File: src/rtl/jk_sync_counter.sv
// jk_sync_counter
//   Synchronous mod-MODULUS up/down counter built from a bank of per-bit JK
//   cells. The combinational drive stage computes J/K for every cell from the
//   control inputs and the current state; the cells then update on the rising
//   clock edge using the JK rule (hold / clear / set / toggle).
//
// Ports
//   clock     in   1      rising-edge clock
//   reset     in   1      synchronous, active-high reset
//   en        in   1      count enable
//   up        in   1      count direction (1 = up, 0 = down)
//   load      in   1      synchronous parallel load of din
//   din       in   WIDTH  load value
//   q         out  WIDTH  counter state (registered cell outputs)
//   qbar      out  WIDTH  complement of q, registered alongside q
//   j_vec     out  WIDTH  J drive applied at the next edge
//   k_vec     out  WIDTH  K drive applied at the next edge
//   tc        out  1      terminal count for cascading
//   load_err  out  1      one-cycle pulse after an out-of-range load
module jk_sync_counter #(
  parameter int WIDTH   = 4,
  parameter int MODULUS = 10
) (
  input  logic             clock,
  input  logic             reset,
  input  logic             en,
  input  logic             up,
  input  logic             load,
  input  logic [WIDTH-1:0] din,
  output logic [WIDTH-1:0] q,
  output logic [WIDTH-1:0] qbar,
  output logic [WIDTH-1:0] j_vec,
  output logic [WIDTH-1:0] k_vec,
  output logic             tc,
  output logic             load_err
);

  localparam logic [WIDTH-1:0] MAX_Q = WIDTH'(MODULUS - 1);
  localparam logic [WIDTH-1:0] ALL1  = {WIDTH{1'b1}};

  // JK cell rule applied bitwise: J=1 sets, K=1 clears, both toggles.
  function automatic logic [WIDTH-1:0] jk_next(input logic [WIDTH-1:0] cur,
                                               input logic [WIDTH-1:0] j,
                                               input logic [WIDTH-1:0] k);
    jk_next = (j & ~cur) | (~k & cur);
  endfunction

  logic             din_oor;
  logic             at_max;
  logic             at_zero;
  logic [WIDTH-1:0] up_tog;
  logic [WIDTH-1:0] dn_tog;
  logic [WIDTH-1:0] q_nxt;

  // MODULUS may equal 2**WIDTH, so compare with one extra bit of headroom.
  assign din_oor = ({1'b0, din} >= (WIDTH+1)'(MODULUS));
  assign at_max  = (q == MAX_Q);
  assign at_zero = (q == '0);

  // Toggle masks: bit i toggles when all lower bits are 1 (up) or 0 (down).
  always_comb begin
    logic carry;
    logic borrow;
    up_tog = '0;
    dn_tog = '0;
    carry  = 1'b1;
    borrow = 1'b1;
    for (int i = 0; i < WIDTH; i++) begin
      up_tog[i] = carry;
      dn_tog[i] = borrow;
      carry     = carry & q[i];
      borrow    = borrow & ~q[i];
    end
  end

  // Drive stage: J/K for the next edge, priority load > en > hold.
  always_comb begin
    j_vec = '0;
    k_vec = '0;
    if (load) begin
      if (din_oor) begin
        j_vec = '0;
        k_vec = ALL1;
      end else begin
        j_vec = din;
        k_vec = ~din;
      end
    end else if (en) begin
      if (up) begin
        if (at_max) begin
          j_vec = '0;
          k_vec = ALL1;
        end else begin
          j_vec = up_tog;
          k_vec = up_tog;
        end
      end else begin
        if (at_zero) begin
          j_vec = MAX_Q;
          k_vec = ~MAX_Q;
        end else begin
          j_vec = dn_tog;
          k_vec = dn_tog;
        end
      end
    end
  end

  assign tc    = en & ~load & ~reset & (up ? at_max : at_zero);
  assign q_nxt = jk_next(q, j_vec, k_vec);

  // Cell stage: state only ever changes through the JK rule (or reset).
  always_ff @(posedge clock) begin
    if (reset) begin
      q        <= '0;
      qbar     <= ALL1;
      load_err <= 1'b0;
    end else begin
      q        <= q_nxt;
      qbar     <= ~q_nxt;
      load_err <= load & din_oor;
    end
  end

endmodule

File: config.mk
export PLATFORM = sky130hd
export DESIGN_NAME = jk_sync_counter
export DESIGN_NICKNAME = d
export VERILOG_FILES = /design/src/rtl/jk_sync_counter.sv
export SDC_FILE = /design/constraint.sdc
export NUM_CORES = 1
export LEC_CHECK = 0
export BUFFER_PORTS_ARGS = -buffer_cell sky130_fd_sc_hd__buf_2
export CAP_MARGIN = 5
export CORE_MARGIN = 1
export CORE_UTILIZATION = 45
export CTS_BUF_LIST = sky130_fd_sc_hd__clkbuf_8
export CTS_CLUSTER_DIAMETER = 100
export DETAILED_ROUTE_END_ITERATION = 12
export PLACE_DENSITY = 0.86
export SYNTH_ARGS = -nofsm -noshare
export SYNTH_HDL_FRONTEND = slang
export SYNTH_SLANG_ARGS = --single-unit
File: constraint.sdc
create_clock -name clock -period 1.8 [get_ports clock]
set_input_delay 0.36 -clock clock [delete_from_list [all_inputs] [get_ports clock]]
set_output_delay 0.36 -clock clock [all_outputs]
set_load 0.01 [all_outputs]
Word-level counts from Yosys, hierarchy flattened --
Cells that the tools add are included.
Word-level totals: register bits after elaboration 9, bits of input ports 9, output and inout bits 18, logic and storage cells 39
Cells by class: magnitude comparators 1, eq/ne operators 1, multiplexer cells 13, bitwise operators 20, reductions and logical operators 1
Operators with widths (count):
- 4-bit 2-to-1 mux | 12
- 4-bit inverter | 4
- 1-bit AND | 8
- 4-bit AND | 2
- 1-bit inverter | 5
- 4-bit == test (second input constant) | 1
- 4-bit >= comparator (second input constant) | 1
- 4-bit logical NOT | 1
- 4-bit OR | 1
- 1-bit 2-to-1 mux | 1

Depth between registers and ports, before layout --
Gate-level depths: netlist (run 1).
depth after elaboration 11, gate-level depth with buffers 5

Worst setup path after synthesis (run 1) --
OpenSTA, ideal clock, no wires.
kind input to output, start input up, end output j_vec[3], arrival time 1194 ps, slack 246 ps, stages on the path 4, path buffers 1, path through buf_6 > or3_4 > o21ai_1 > a32o_1
On the way: word-level cells in the longest chain between the ends 3
RTL lines:
- start: declaration | RTL line 27 | input logic up,
- 4-bit 2-to-1 mux | RTL line 89 | if (up) begin
- 4-bit 2-to-1 mux | RTL line 88 | end else if (en) begin
- 4-bit 2-to-1 mux | RTL line 80 | if (load) begin
- end: declaration | RTL line 32 | output logic [WIDTH-1:0] j_vec,
No other way between the ends.

Worst setup path after layout (run 1) --
start register q[0], end output j_vec[3]
On the way: word-level cells in the longest chain between the ends 7
RTL lines:
- start: declaration | RTL line 30 | output logic [WIDTH-1:0] q,
- start signal: assignment | RTL line 119 | q <= q_nxt;
- 1-bit inverter | RTL line 72 | borrow = borrow & ~q[i];
- 1-bit AND (2 in series) | RTL line 72
- 4-bit 2-to-1 mux | RTL line 98 | if (at_zero) begin
- 4-bit 2-to-1 mux * | RTL line 89
- 4-bit 2-to-1 mux * | RTL line 88
- 4-bit 2-to-1 mux * | RTL line 80
Mark *: on every way between the ends. The rest lies on a longest branch, timed or not.

==> results of run 1 <==
-- worst paths after layout --
kind / end
worst max register to register: qbar[2]
worst max-delay path: j_vec[3]
worst min-delay path: load_err
worst min register to register: qbar[3]
-- cell type report --
class | count | area, um2 | area share (%)
multi-input combinational | 65 | 413 | 48.5
sequential | 9 | 190 | 22.4
clock buffer | 3 | 41.3 | 4.85
clock inverter | 1 | 3.75 | 0.441
inverter | 3 | 11.3 | 1.32
timing repair buffer | 32 | 173 | 20.3
tap | 15 | 18.8 | 2.21
-- cells by family after synthesis --
family,after synthesis
and+or+nand+nor,40
AOI/OAI and AO/OA,23
buffers and inverters,10
DFF,9
xor gates and xnor gates,2
-- worst min-delay path, delay by kind of cell --
family / cells / cell delay, ns
and+or+nand+nor: 2 / 0.10
buffers and inverters: 1 / 0.13
-- power by group through the flow --
stage	clock network, W	logic [W]	registers, W
after detailed placement	0	0.000148	0.000230
after floorplan	0	0.000107	0.000228
after global routing	0.000241	0.000178	0.000227
final	0.000223	0.000163	0.000226
after CTS	0.000230	0.000150	0.000228
after global placement	0	0.000146	0.000229
-- layout by cell type, fill, tap and decap left out, types with 2 or more instances in the layout --
master	Yosys	layout
buf_4	1	5
nor3_1	4	4
a21oi_1	4	4
nor2_1	10	9
inv_1	3	4
a32oi_1	2	2
o21ai_0	2	2
dfxtp_1	9	5
nand3_1	3	3
nor2b_1	2	2
a22o_1	2	2
buf_2	0	26
nor3b_2	0	2
o22ai_1	2	2
dfxtp_2	0	2
o21ai_2	0	2
clkbuf_8	2	3
nand2_1	11	11
dfxtp_4	0	2
-- flip-flops by register name, summed over array words and instances, names as in the netlist --
signal	count
q	4
qbar	4
load_err	1
-- synth_stat cells, types with 2 or more instances --
cell type	number	area [um2]
o21ai_1	2	10.0
a32oi_1	2	17.5
nor2_1	10	37.5
nand3_1	3	15.0
nor3b_1	2	15.0
inv_1	3	11.3
a21oi_1	4	20.0
nand2_1	11	41.3
o22ai_1	2	12.5
buf_6	3	33.8
o21ai_0	2	10.0
nor3_1	4	20.0
a22o_1	2	17.5
a32o_1	2	20.0
nor2b_1	2	12.5
dfxtp_1	9	180
clkbuf_8	2	27.5
-- per-layer routing --
metal | share of wire [%] | GRT usage [%] | wire [um]
met1 | 41 | 29.6 | 743
met3 | 8.3 | 8.89 | 150
met5 | 0 | 0 | 0
met2 | 50 | 40.3 | 893
met4 | 0.83 | 6.67 | 15
-- metrics by stage --
stage	power, W	util [%]
2_1_floorplan	0.000335	-
3_3_place_gp	0.000375	57.1
3_5_place_dp	0.000379	57.1
4_1_cts	0.000609	61.3
5_1_grt	0.000646	63.8
6_report	0.000611	63.8
-- what timing repair did --
action | 4_1_cts | 5_1_grt
pin swaps | 0 | 3
hold endpoints to repair | 0 | 0
gates resized for setup | 5 | 7
setup endpoints to repair | 6 | 5
buffers inserted | 0 | 2
cloned | 0 | 0
==> results.yml, run 1 <==
route:
  wl_um: 1800
  vias_per_cell: 5.80
  num_vias: 742
  drc_errors: 0
  postRouteAntennaNets: 0
  dr.pass1.iters: 4
  drt_iter0_drc: 19
  wire_per_inst_um: 14.1
job:
  drv_cap: 0
logic_synthesis:
  ys_warn_count: 0
  synth_top_family_by_area: "simple AND/OR/NAND/NOR gates"
  synth_mux_area_share_pct: 0
  synth_cells: 84
  ys.flop_type: "dfxtp_1"
  synth-compound-area-share_pct: 25.7
  syn_nets: 93
  synth-xor-area-share_pct: 2.67
  synthAdderAreaFrac_pct: 0
  synthesis.area_per_instance_um2: 7.82
  synth_cell_types: 36
  synth-simple-area-share_pct: 31.2
  synth-async-reset-ratio_pct: 0
  synth_edf_count: 0
  synth_area_um2: 657
  ys_ff_latch: 9
  ys_seq_area_share_pct: 27.4
critical_path:
  required_ns: 1.44
  worst-path-buf-inv: 1
  cp_cell_sequence: "or3_4 -> o21ai_2 -> a32o_2 -> buf_2"
  critPathCaptureType: "output pin"
  path_max_fanout: 6
  critical_path.top_delay_family: "simple AND/OR/NAND/NOR gates"
  cp.depth: 4
  path_class: "register to output pin"
  worst-r2r-setup-slack_ns: 0.14
  startpoint: "q[0]"
  slowest_stage: "or3_4"
  slowest_delay_ns: 0.42
  r2r.worst_path.cells: 6
  r2r_start: "q[0]"
  arrival_ns: 1.44
  worstSetupStartpointType: "register"
timing:
  finalCriticalPeriod_ns: 1.80
  postLayoutSetupSlackWorst_ns: -0.00114
  period_share_pct: 100
  whs_ns: 0.422
  clock_skew_ns: 0.00106
  fmax_mhz: 555
  rsz0062_at_grt: "true"
  worstMarginPinSlew_ns: 0.277
  setup_tns_ns: -0.00114
  slew_violations: 0
  slew_headroom_pct: 81.5
  finalHoldViolations: 0
  setup_violations: 1
power_and_ir_drop:
  switching_share_pct: 29.1
  power_density_nw_per_um2: 718
  p_sw_w: 0.000178
  seq_power_share_pct: 36.9
  clkPwrFrac_pct: 36.4
  vdd_ir_drop_max_v: 0.000744
  comb_power_share_pct: 26.6
  power_leakage_nw: 0.394
  p_int_w: 0.000433
finish:
  syn2layout_area_growth_pct: 29.5
  fin_cells: 128
  drive_gt1_share_pct: 45.1
  stdcell_area_um2: 851
  fill_cells: 124
  final_nets: 123
  antennaDiodeCount: 0
placement:
  placed_area_um2: 762
  dp_slack_ns: 0.104
  io_buffer_count: 26
  dp_hpwl_um: 1290
  gp_congestion: 0.872
  dpl.cell_count: 122
outcome:
  failed_checks: "negative setup slack"
  status: "finished with violations"
global_route:
  grt_overflow: 0
  antenna_found_initial: 0
  grtUsageTotal_pct: 24.4
  grt_max_degree: 13
  grt_pass1_vias: 610
  grt_pass1_wl_um: 2610
clock_network:
  cts_buffers: 3
  clk_latency_ns: 0.23
  clkSinkCount: 9
  clkSlewWorstSetupHoldPaths_ns: 0.04
  htreeDepth: 1
  cts_tree: "built"
  cts_buffer_depth: 2
  root_buffer: "clkbuf_8"
  cts-hold-fix-buffers: 0
worst_hold_path:
  hp-start: "din[3]"
  hp-class: "input pin to register"
  min_path_cells: 3
die:
  core_um2: 1330
  die_area_um2: 1620
  die_x_um: 40.2
  initial_utilization_pct: 49.2
  die_h_um: 40.2
  io_pins: 27
  row_count: 13
(Power assumes the default switching activity.)
==> run 2: changes to the inputs <==
--- a/config.mk
+++ b/config.mk
@@ -8,11 +8,11 @@
 export BUFFER_PORTS_ARGS = -buffer_cell sky130_fd_sc_hd__buf_2
 export CAP_MARGIN = 5
 export CORE_MARGIN = 1
-export CORE_UTILIZATION = 45
+export CORE_UTILIZATION = 48
 export CTS_BUF_LIST = sky130_fd_sc_hd__clkbuf_8
 export CTS_CLUSTER_DIAMETER = 100
 export DETAILED_ROUTE_END_ITERATION = 12
-export PLACE_DENSITY = 0.86
+export PLACE_DENSITY = 0.91
 export SYNTH_ARGS = -nofsm -noshare
 export SYNTH_HDL_FRONTEND = slang
 export SYNTH_SLANG_ARGS = --single-unit
==> run 2 against run 1 <==
The run now ends clean. Sequential cell count did not move. First-iteration DRC count up 21%. Clock skew about the same. Sequential share of layout area up 0.36 points. Cell count down 1.6%. Critical path depth stayed put. Non-clock buffer count down 1. Clock-buffer cell count unchanged. Critical endpoint unchanged. Largest power group unchanged.
==> results.yml, run 2 (synthesized netlist as in run 1, its figures left out) <==
outcome:
  status: "finished, final reports clean"
clock_network:
  cts_tree: "built"
  clkSinkCount: 9
  cts_buffer_depth: 2
  cts_buffers: 3
  cts-hold-fix-buffers: 0
  root_buffer: "clkbuf_8"
  clkSlewWorstSetupHoldPaths_ns: 0.04
  htreeDepth: 1
  clk_latency_ns: 0.23
die:
  die_h_um: 39.0
  initial_utilization_pct: 55.4
  die_area_um2: 1520
  die_x_um: 39.0
  io_pins: 27
  core_um2: 1190
  row_count: 12
route:
  num_vias: 745
  vias_per_cell: 5.91
  drt_iter0_drc: 23
  postRouteAntennaNets: 0
  wire_per_inst_um: 13.7
  wl_um: 1730
  dr.pass1.iters: 4
  drc_errors: 0
critical_path:
  worstSetupStartpointType: "register"
  path_class: "register to output pin"
  slowest_delay_ns: 0.40
  worst-r2r-setup-slack_ns: 0.26
  arrival_ns: 1.42
  critPathCaptureType: "output pin"
  endpoint: "j_vec[3]"
  startpoint: "q[1]"
  slowest_stage: "or3_4"
  required_ns: 1.44
  cp_cell_sequence: "or3_4 -> o21ai_2 -> a32o_2 -> buf_6"
  r2r.worst_path.cells: 5
  worstReg2RegEnd: "qbar[2]"
  critical_path.top_delay_family: "simple AND/OR/NAND/NOR gates"
  cp.depth: 4
  path_max_fanout: 7
  worst-path-buf-inv: 1
  r2r_start: "q[1]"
finish:
  layout_common_cells: "25 x buf_2, 11 x nand2_1, 10 x nor2_1"
  final_nets: 122
  post-route-util_pct: 71.5
  syn2layout_area_growth_pct: 29.1
  final_common_cell: "buf_2"
  fin_cells: 126
  largest_registers: "q: 4 flops, qbar: 4 flops, load_err: 1 flops"
  antennaDiodeCount: 0
  drive_gt1_share_pct: 43.8
power_and_ir_drop:
  power_leakage_nw: 0.389
  p_total_w: 0.000604
  vdd_ir_drop_max_v: 0.000798
  power_density_nw_per_um2: 712
timing:
  rsz0062_at_grt: "true"
  clock_skew_ns: 0.00144
  worstMarginPinSlew_ns: 0.266
  slew_violations: 0
  finalHoldViolations: 0
  slew_headroom_pct: 82.3
  finalCriticalPeriod_ns: 1.78
  setup_violations: 0
  fmax_mhz: 561
  period_share_pct: 99.0
global_route:
  grt_pass1_vias: 582
  antenna_found_initial: 0
  grtUsageTotal_pct: 24.0
  grt_pass1_wl_um: 2480
  grt_max_degree: 12
  grt_overflow: 0
worst_hold_path:
  min_path_cells: 3
  hp-class: "input pin to register"
placement:
  dp_hpwl_um: 1200
  gp_congestion: 0.901
  dpl.cell_count: 120
  io_buffer_count: 26
job:
  drv_cap: 0
-- run 2: cell count changes in the layout (fill, tap and decap cells not counted) --
cell     before  now
buf_2        26   25
buf_4         5    4
buf_6         0    1
dfxtp_2       2    1
dfxtp_4       2    3
nor2_1        9   10
nor2_2        1    0
nor3_1        4    3
nor3_2        0    1
nor3b_1       0    1
nor3b_2       2    1
-- run 2: per-layer routing --
metal	up-vias	share of wire (%)	track usage, %
li1	357	-	-
met1	354	43	30.3
met2	30	50	37.9
met3	4	5.8	9.83
met4	0	1.3	5.17
met5	-	0	0
-- run 2: where the power goes --
group | leakage [nW] | internal [W] | total, W | switching, W
Combinational | 0.286 | 0.0000718 | 0.000160 | 0.0000879
Sequential | 0.0765 | 0.000211 | 0.000227 | 0.0000154
Clock | 0.0269 | 0.000148 | 0.000218 | 0.0000699
-- run 2: cell type report --
cell class                 count  area (um2)
clock inverter                 1        3.75
timing repair buffer          31         171
sequential                     9         193
inverter                       3        11.3
tap                           14        17.5
multi-input combinational     65         410
clock buffer                   3        41.3
fill                         102         338
-- run 2: worst min-delay path by stage --
stage	start	end	slack, ns
after floorplan	din[3]	load_err	0.48
after global placement	din[3]	load_err	0.64
after detailed placement	din[3]	load_err	0.64
after CTS	din[3]	load_err	0.40
after global routing	din[3]	load_err	0.41
final	din[3]	load_err	0.41
-- run 2: what timing repair did --
item                                    4_1_cts  5_1_grt
gates resized for setup                       4        9
endpoints found under the setup margin        4        7
hold endpoints to repair                      0        0
buffers inserted                              0        2
pin swaps                                     0        2
gates cloned                                  0        0
-- run 2: worst min-delay path, cell delays in order --
cell     delay, ns
buf_2         0.13
nand2_1       0.06
nor3_1        0.04
-- run 2: stage by stage --
stage | cell area [um2] | setup TNS (ns) | worst slack [ns] | hold WS, ns
finish | 848 | 0 | 0.0184 | 0.410
global route | 848 | -0.0131 | -0.0131 | 0.409
CTS | 803 | 0 | 0.00676 | 0.400
detailed placement | 753 | 0 | 0.0493 | 0.642
global placement | 753 | 0 | 0.0851 | 0.637
floorplan | 657 | 0 | 0.246 | 0.478
==> run 3: changes to the inputs <==
--- a/config.mk
+++ b/config.mk
@@ -13,6 +13,7 @@
 export CTS_CLUSTER_DIAMETER = 100
 export DETAILED_ROUTE_END_ITERATION = 12
 export PLACE_DENSITY = 0.91
+export RECOVER_POWER = 25
 export SYNTH_ARGS = -nofsm -noshare
 export SYNTH_HDL_FRONTEND = slang
 export SYNTH_SLANG_ARGS = --single-unit
==> run 3 against run 2 <==
Clock power hardly changed. Worst hold slack is essentially flat. Critical path depth unchanged. Via count up 0.13%. Die area did not move. Utilization is 0.42 points lower. Maximum frequency did not move. Critical endpoint unchanged. Highest routed layer unchanged.
==> results.yml, run 3 (synthesized netlist as in run 1, its figures left out) <==
power_and_ir_drop:
  seq_power_share_pct: 37.7
  p_sw_w: 0.000173
  p_int_w: 0.000429
  power_density_nw_per_um2: 715
  vdd_ir_drop_max_v: 0.000797
  switching_share_pct: 28.7
  clkPwrFrac_pct: 36.1
  power_leakage_nw: 0.380
  comb_power_share_pct: 26.2
placement:
  dp_hpwl_um: 1200
  io_buffer_count: 26
  dp_slack_ns: 0.0493
  gp_congestion: 0.901
  dpl.cell_count: 120
  placed_area_um2: 753
timing:
  worstMarginPinSlew_ns: 0.362
  setup_violations: 0
  period_share_pct: 99.0
  fmax_mhz: 561
  slew_headroom_pct: 75.7
  finalHoldViolations: 0
  finalCriticalPeriod_ns: 1.78
  slew_violations: 0
  clock_skew_ns: 0.00143
  rsz0062_at_grt: "true"
  postLayoutSetupSlackWorst_ns: 0.0184
global_route:
  grt_pass1_wl_um: 2480
  grt_pass1_vias: 582
  grt_max_degree: 12
  gr-usage-met3_pct: 9.83
  grtUsageMet1_pct: 30.3
  grtUsageTotal_pct: 24.0
  antenna_found_initial: 0
  top_usage_layer: "met2"
  grt_overflow: 0
  grt_use_met2_pct: 37.9
critical_path:
  required_ns: 1.44
  r2r.worst_path.cells: 5
  worstSetupStartpointType: "register"
  path_class: "register to output pin"
  path_max_fanout: 7
  critPathCaptureType: "output pin"
  arrival_ns: 1.42
  worst-r2r-setup-slack_ns: 0.26
finish:
  post-route-util_pct: 71.1
  drive_gt1_share_pct: 40.2
  fin_cells: 126
  final_common_cell: "buf_2"
  stdcell_area_um2: 843
  layout_common_cells: "21 x buf_2, 11 x nand2_1, 10 x nor2_1"
  syn2layout_area_growth_pct: 28.4
  final_nets: 122
  largest_registers: "q: 4 flops, qbar: 4 flops, load_err: 1 flops"
  antennaDiodeCount: 0
route:
  drc_errors: 0
  dr.pass1.iters: 4
  wire_per_inst_um: 13.7
  drt_iter0_drc: 22
  wl_um: 1730
  postRouteAntennaNets: 0
  num_vias: 746
  vias_per_cell: 5.92
die:
  initial_utilization_pct: 55.4
  core_um2: 1190
  die_h_um: 39.0
  die_area_um2: 1520
  die_x_um: 39.0
  row_count: 12
  io_pins: 27
job:
  drv_cap: 0
clock_network:
  cts-hold-fix-buffers: 0
  clkSlewWorstSetupHoldPaths_ns: 0.04
  cts_buffers: 3
  cts_buffer_depth: 2
  clk_latency_ns: 0.23
  root_buffer: "clkbuf_8"
  clkSinkCount: 9
  cts_tree: "built"
  htreeDepth: 1
worst_hold_path:
  min_path_cells: 3
  hp-class: "input pin to register"
outcome:
  status: "finished, final reports clean"
run 3: power by group through the flow:
stage / clock, W / sequential (W) / combinational [W]
3_3_place_gp: 0 / 0.000230 / 0.000142
3_5_place_dp: 0 / 0.000231 / 0.000145
5_1_grt: 0.000235 / 0.000229 / 0.000172
6_report: 0.000218 / 0.000227 / 0.000158
2_1_floorplan: 0 / 0.000228 / 0.000107
4_1_cts: 0.000223 / 0.000229 / 0.000147
run 3: cell type report:
type,count,area [um2]
clock buffers,3,41.3
clock inverters,1,3.75
fillers,104,343
inverters,3,11.3
multi-input cells,65,410
flip-flops and latches,9,193
well taps,14,17.5
repair buffers,31,166
run 3: path summary, 6_finish.rpt:
check             startpoint  endpoint
hold / removal        din[3]  load_err
setup reg to reg        q[1]   qbar[2]
setup / recovery        q[1]  j_vec[3]
hold reg to reg         q[0]      q[0]
run 3: metrics by stage:
step,hold slack [ns],setup TNS [ns],power [W]
floorplan,0.478,0,0.000335
detailed placement,0.642,0,0.000375
finish,0.410,0,0.000603
global placement,0.637,0,0.000372
CTS,0.400,0,0.000599
global route,0.409,-0.0131,0.000637
run 3: layer usage:
| layer | vias up | share of wire, % |
|---|---|---|
| met5 | - | 0 |
| met4 | 0 | 1.3 |
| met3 | 4 | 5.7 |
| met2 | 30 | 50 |
| met1 | 355 | 43 |
| li1 | 357 | - |
run 3: critical path, stage by stage, from the launching register on:
cell     delay (ns)
dfxtp_4        0.36
or3_4          0.40
o21ai_2        0.13
a32o_2         0.18
buf_6          0.11
run 3: timing repair:
action | 4_1_cts | 5_1_grt
resized for setup | 4 | 9
endpoints found under the setup margin | 4 | 7
pin swaps | 0 | 2
buffers inserted | 0 | 2
